`src/rtl/mux_nto1_pipe.sv`:
```
// N-to-1 channel multiplexer with a single registered output entry and valid/ready handshakes.
// Optional round-robin arbiter is compiled in with `define MUX_RR_ARB_EN (mode=1 selects it).
module mux_nto1_pipe #(
    parameter int WIDTH = 12,
    parameter int N     = 4,
    parameter int SELW  = 2
) (
    input  logic               clk,
    input  logic               reset_n,
    input  logic [N*WIDTH-1:0] in_data,
    input  logic [N-1:0]       in_valid,
    output logic [N-1:0]       in_ready,
    input  logic [SELW-1:0]    sel,
    input  logic               mode,
    output logic [WIDTH-1:0]   out_data,
    output logic               out_valid,
    input  logic               out_ready,
    output logic [SELW-1:0]    out_ch
);

    logic              can_load;
    logic              direct_vld;
    logic              grant_vld;
    logic [SELW-1:0]   grant;
    logic [WIDTH-1:0]  grant_data;
    logic              in_xfer;

    assign can_load   = !out_valid || out_ready;
    assign direct_vld = int'(sel) < N;

`ifdef MUX_RR_ARB_EN
    logic [SELW-1:0] rr_ptr;
    logic [SELW-1:0] rr_lo;
    logic [SELW-1:0] rr_hi;
    logic            rr_any;
    logic            rr_hi_vld;

    // Lowest valid index at/above rr_ptr wins; otherwise wrap to the lowest valid index overall.
    always_comb begin
        rr_lo     = '0;
        rr_hi     = '0;
        rr_any    = 1'b0;
        rr_hi_vld = 1'b0;
        for (int i = N - 1; i >= 0; i--) begin
            if (in_valid[i]) begin
                rr_any = 1'b1;
                rr_lo  = SELW'(i);
                if (i >= int'(rr_ptr)) begin
                    rr_hi_vld = 1'b1;
                    rr_hi     = SELW'(i);
                end
            end
        end
    end

    always_comb begin
        grant     = sel;
        grant_vld = direct_vld;
        if (mode) begin
            grant     = rr_hi_vld ? rr_hi : rr_lo;
            grant_vld = rr_any;
        end
    end

    always_ff @(posedge clk) begin
        if (!reset_n) begin
            rr_ptr <= '0;
        end else if (in_xfer && mode) begin
            if (int'(grant) == N - 1) begin
                rr_ptr <= '0;
            end else begin
                rr_ptr <= grant + 1'b1;
            end
        end
    end
`else
    logic unused_mode;
    assign unused_mode = mode;

    always_comb begin
        grant     = sel;
        grant_vld = direct_vld;
    end
`endif

    always_comb begin
        in_ready   = '0;
        grant_data = '0;
        for (int i = 0; i < N; i++) begin
            if (grant == SELW'(i)) begin
                grant_data  = in_data[i*WIDTH +: WIDTH];
                in_ready[i] = grant_vld && can_load && reset_n;
            end
        end
    end

    assign in_xfer = |(in_ready & in_valid);

    always_ff @(posedge clk) begin
        if (!reset_n) begin
            out_valid <= 1'b0;
            out_data  <= '0;
            out_ch    <= '0;
        end else if (in_xfer) begin
            out_valid <= 1'b1;
            out_data  <= grant_data;
            out_ch    <= grant;
        end else if (out_valid && out_ready) begin
            out_valid <= 1'b0;
        end
    end

endmodule

```
`config.mk`:
```
export PLATFORM = sky130hd
export DESIGN_NAME = mux_nto1_pipe
export DESIGN_NICKNAME = d
export VERILOG_FILES = /design/src/rtl/mux_nto1_pipe.sv
export SDC_FILE = /design/constraint.sdc
export NUM_CORES = 1
export LEC_CHECK = 0
export ABC_AREA = 1
export ABC_CLOCK_PERIOD_IN_PS = 1700
export CAP_MARGIN = 20
export CORE_ASPECT_RATIO = 1.2
export CORE_UTILIZATION = 30
export DETAILED_ROUTE_END_ITERATION = 6
export GPL_TIMING_DRIVEN = 0
export HOLD_SLACK_MARGIN = 0.12
export PLACE_DENSITY = 0.76
export SYNTH_ARGS = -nofsm -noshare
export SYNTH_HDL_FRONTEND = slang
export SYNTH_SLANG_ARGS = --single-unit
```
`constraint.sdc`:
```
create_clock -name clk -period 1.7 [get_ports clk]
set_clock_uncertainty 0.2 [all_clocks]
set_input_delay 0.51 -clock clk [delete_from_list [all_inputs] [get_ports clk]]
set_output_delay 0.51 -clock clk [all_outputs]
set_load 0.05 [all_outputs]
```
# After elaboration in Yosys (flattened, before gate mapping)
# Cells that the tools add are included.
# totals
register_bits	15
input_bits	58
output_inout_bits	19
word_cells	24
# op_classes
eq_ne	3
mux	10
bitwise_logic	1
reduce_logical	7
# ops
operator	n
12-bit 2-to-1 mux	4
1-bit 2-to-1 mux	6
4-bit AND	1
2-bit equality test, second input constant	2
4-bit OR reduction	1
2-bit by 1-bit equality test with 1-bit output, second input constant	1
1-bit logical AND	2
2-bit logical NOT	1
2-bit nonzero test	1
1-bit logical NOT	1
1-bit logical OR	1

# Longest topological paths before layout
# depth
ltp_word	7
mapped_depth	10
depth_no_buf	8

# Least setup slack after synthesis
# Ideal clock, no wire load.
# synth_timing
kind	input to output
start	in reset_n
end	out in_ready[0]
t_arrival_ps	1999
required_ps	990
slack_ps	-1009
stages	5
n_path_buf	1
path_cell_list	buf_2 inv_1 a21oi_1 inv_1 nor3_1
# synth_between
elab_chain_len	2
# synth_lines
item	line	rtl
start, declared	9	input logic reset_n,
1-bit logical AND	92	in_ready[i] = grant_vld && can_load && reset_n;
1-bit 2-to-1 mux	90	if (grant == SELW'(i)) begin
end, declared	12	output logic [N-1:0] in_ready,
# Every way passes these cells.

# Worst setup path after layout
# layout_timing
start	reg out_valid
end	out in_ready[2]
# layout_between
elab_chain_len	4
# layout_lines
item	line	rtl
start, declared	16	output logic out_valid,
start signal, assigned	101	out_valid <= 1'b0;
start signal, assigned	105	out_valid <= 1'b1;
start signal, assigned	109	out_valid <= 1'b0;
1-bit logical NOT	28	assign can_load = !out_valid || out_ready;
1-bit logical OR	28	
1-bit logical AND	92	
1-bit 2-to-1 mux	90	
# Every way passes these cells.

==> run metrics <==
result of the run=finished, violations left; violated checks=negative setup slack; area fraction of the dominant cell type after synthesis=0.303; count of input and output buffers=74; post-layout net count=312; later-pin clock latency in the skew report=0.29 ns; number of buffers inserted by hold repair at cts=0; Max stage delay cell, worst path=dfxtp_2; number of buffers inserted by post-CTS setup repair=0; internal power=683 uW; Max rail drop VDD=0.000389 V; source of the worst hold timing path=reset_n; clock network fraction of design power=0.194; Crit path largest cell delay=0.34 ns; top fanout value on the critical path=4; net load switching power=436 uW; Clk pin slew, worst setup/hold paths=0.10 ns; critical path required time=0.99 ns; crit-path cells=a21oi_2 > inv_2 > nor3_4 > buf_6; DIE AREA=3540 um2; row count=22; level count of the clock H-tree=1; WHS Endpoint=out_valid$_SDFFE_PN0P_; switching fraction of total power=0.390; Crit Reg-Reg Endpoint=out_data[3]$_SDFFE_PN0P_; maximum number of buffers from clock root to sink=2; Sink Count=15; TritonCTS clock tree=done; relative max-transition margin=0.682; transition time at the pin with the least slew margin=0.479 ns; Total GRT Usage=0.191; initial core utilization=0.319; cell accounting for the most synthesized area=dfxtp_1; Std-Cell Core Area=3110 um2; category of the worst setup path capture point=primary output; Async SR Flop Fraction=0; vias post-DR=1286; worst hold slack across all endpoints=0.244 ns; top area cells in the synthesized netlist=dfxtp_1, nand2_1, nor2_1; register area share after synthesis=0.303; count of cells along the worst register-to-register path=8; first-pass iteration count of the detailed router=4; initial antenna violation count=0; final HPWL from detailed placement=2480 um; worst hold path cell count=3; arrival time reported for the critical path endpoint=1.21 ns; count of flip-flops with a built-in enable after synthesis=0; sequential group share of total power=0.359; pin count of the biggest net entering global routing=11; share of cells above drive strength 1=0.190; Min Clock Period, post-route=1.92 ns; drt initial violations=12; Critical Path Source Type=flop; synthesis-stage register bit count=15; number of buffers inserted during clock tree synthesis=3; area of placed instances=1840 um2; count of max-cap constraint violations=0; unrepaired setup endpoints after global routing=true; synth cell count leaders=nand2_1, nor2_1, inv_1; utilization after layout=0.574; die boundary height=65 um; overall power=1.12 mW; Fin. Hold Viols=0; flop2flop setup slack=0.21 ns; area added between synthesis and finish=79.8%; highest attainable clock frequency=0.522 GHz; combined buffer and inverter count along the critical path=2; post-route fraction of the period consumed by the critical path=1.13; leakage power summed over all cells=0.872 nW; last weighted congestion value of the routability-driven placer=0.775; area of the mapped netlist=992 um2; DR vias/cell=4.45; Comb pwr share=0.448; net count after synthesis=233; I/O Pins=77; count of pins over their slew limit=0; worst slack after detailed placement=-1.35 ns; ratio of total power to cell area=627 nW/um2; Final Worst Setup Slack=-0.216 ns; class of the most critical hold timing path=primary input to flop; cell chosen for the clock root=clkbuf_4; horizontal die dimension=54.5 um; aggregate routed wire length=3080 um; number of unique standard cell types used by synthesis=16; diodes inserted=0; most instantiated library cell after synthesis=nand2_1; cells after synthesis=175; cell type group with the largest total delay on the critical path=flip-flops; Antenna Violating Nets Remaining=0; total of warnings raised by yosys=0; Finish-stage setup viols=5; global-route wire length before repair=4940 um; WL/cell=10.7 um; RR Startpoint=out_valid$_SDFFE_PN0P_; via count of the first global-routing pass=1188; critical path type=flop to primary output; remaining global-route overflow=0; leading register cell type out of synthesis=dfxtp_1; post-route standard cell area excluding fillers=1780 um2; Avg Cell Area, Syn=5.67 um2; Residual DRC=0
-- worst max-delay path by stage --
stage          slack, ns              startpoint  cells after the start           to
5_1_grt            -0.27  out_valid$_SDFFE_PN0P_                      4  in_ready[1]
2_1_floorplan      -0.34                 reset_n                      5  in_ready[0]
3_5_place_dp       -1.35                  sel[0]                      4  in_ready[3]
4_1_cts            -0.26  out_valid$_SDFFE_PN0P_                      4  in_ready[2]
6_report           -0.22  out_valid$_SDFFE_PN0P_                      4  in_ready[2]
3_3_place_gp       -1.35                  sel[0]                      4  in_ready[3]
-- through the flow --
| step | setup TNS (ns) | std cells |
|---|---|---|
| 2_1_floorplan | -1.07 | 175 |
| 3_3_place_gp | -18.67 | 285 |
| 3_5_place_dp | -18.99 | 285 |
| 4_1_cts | -1.05 | 289 |
| 5_1_grt | -1.82 | 289 |
| 6_report | -0.964 | 289 |
-- final cells by class --
| cell class | instances | area [um2] |
|---|---|---|
| clock buffer | 3 | 22.5 |
| multi-input combinational | 132 | 612 |
| inverter | 20 | 77.6 |
| buffer | 8 | 61.3 |
| clock inverter | 1 | 5.00 |
| timing repair buffer | 74 | 659 |
| fill | 324 | 1330 |
| sequential | 15 | 302 |
| tap | 36 | 45.0 |
-- state kept, by name, indices dropped and copies added, names as in the netlist --
signal / flops
out_valid: 1
out_data: 12
out_ch: 2
-- power groups by stage --
stage | logic [mW] | registers [mW] | clock network [mW]
2_1_floorplan | 0.180 | 0.526 | 0
3_3_place_gp | 0.535 | 0.409 | 0
3_5_place_dp | 0.535 | 0.411 | 0
4_1_cts | 0.505 | 0.402 | 0.223
5_1_grt | 0.545 | 0.406 | 0.236
6_report | 0.501 | 0.401 | 0.217
-- worst reg2reg max path, delay by kind of cell, from the launching register on --
family,cells,cell delay (ns)
buffers and inverters,1,0.16
flip-flops,1,0.35
AND/OR/NAND/NOR,7,0.68
-- logic make-up (layout without fill, tap and decap cells) --
family | after synthesis | count (layout) | synth area share
flops | 15 | 15 | 0.303
compound gates | 3 | 3 | 0.0151
buf+inv | 28 | 106 | 0.126
simple gates | 129 | 129 | 0.556
-- per-layer routing --
| metal | up-vias | share of wire | track usage |
|---|---|---|---|
| li1 | 698 | - | - |
| met1 | 530 | 0.43 | 0.224 |
| met2 | 54 | 0.50 | 0.331 |
| met3 | 4 | 0.061 | 0.0399 |
| met4 | 0 | 0.012 | 0.0577 |
| met5 | - | 0 | 0 |
-- timing repair --
action                     in CTS  in global routing
gates resized for setup       113                  3
pin swaps                       3                  2
cloned                          0                  0
setup endpoints to repair      34                 18
-- placed cells by master, fill, tap and decap left out, drive strengths merged --
master         count
nand2             78
clkdlybuf4s50     52
nor2              31
buf               28
inv               20
nand4             15
dfxtp             15
clkbuf             4
nor3               3
a21oi              3
nand3              2
clkinv             1
dlygate4sd2        1
(Power assumes the default switching activity.)
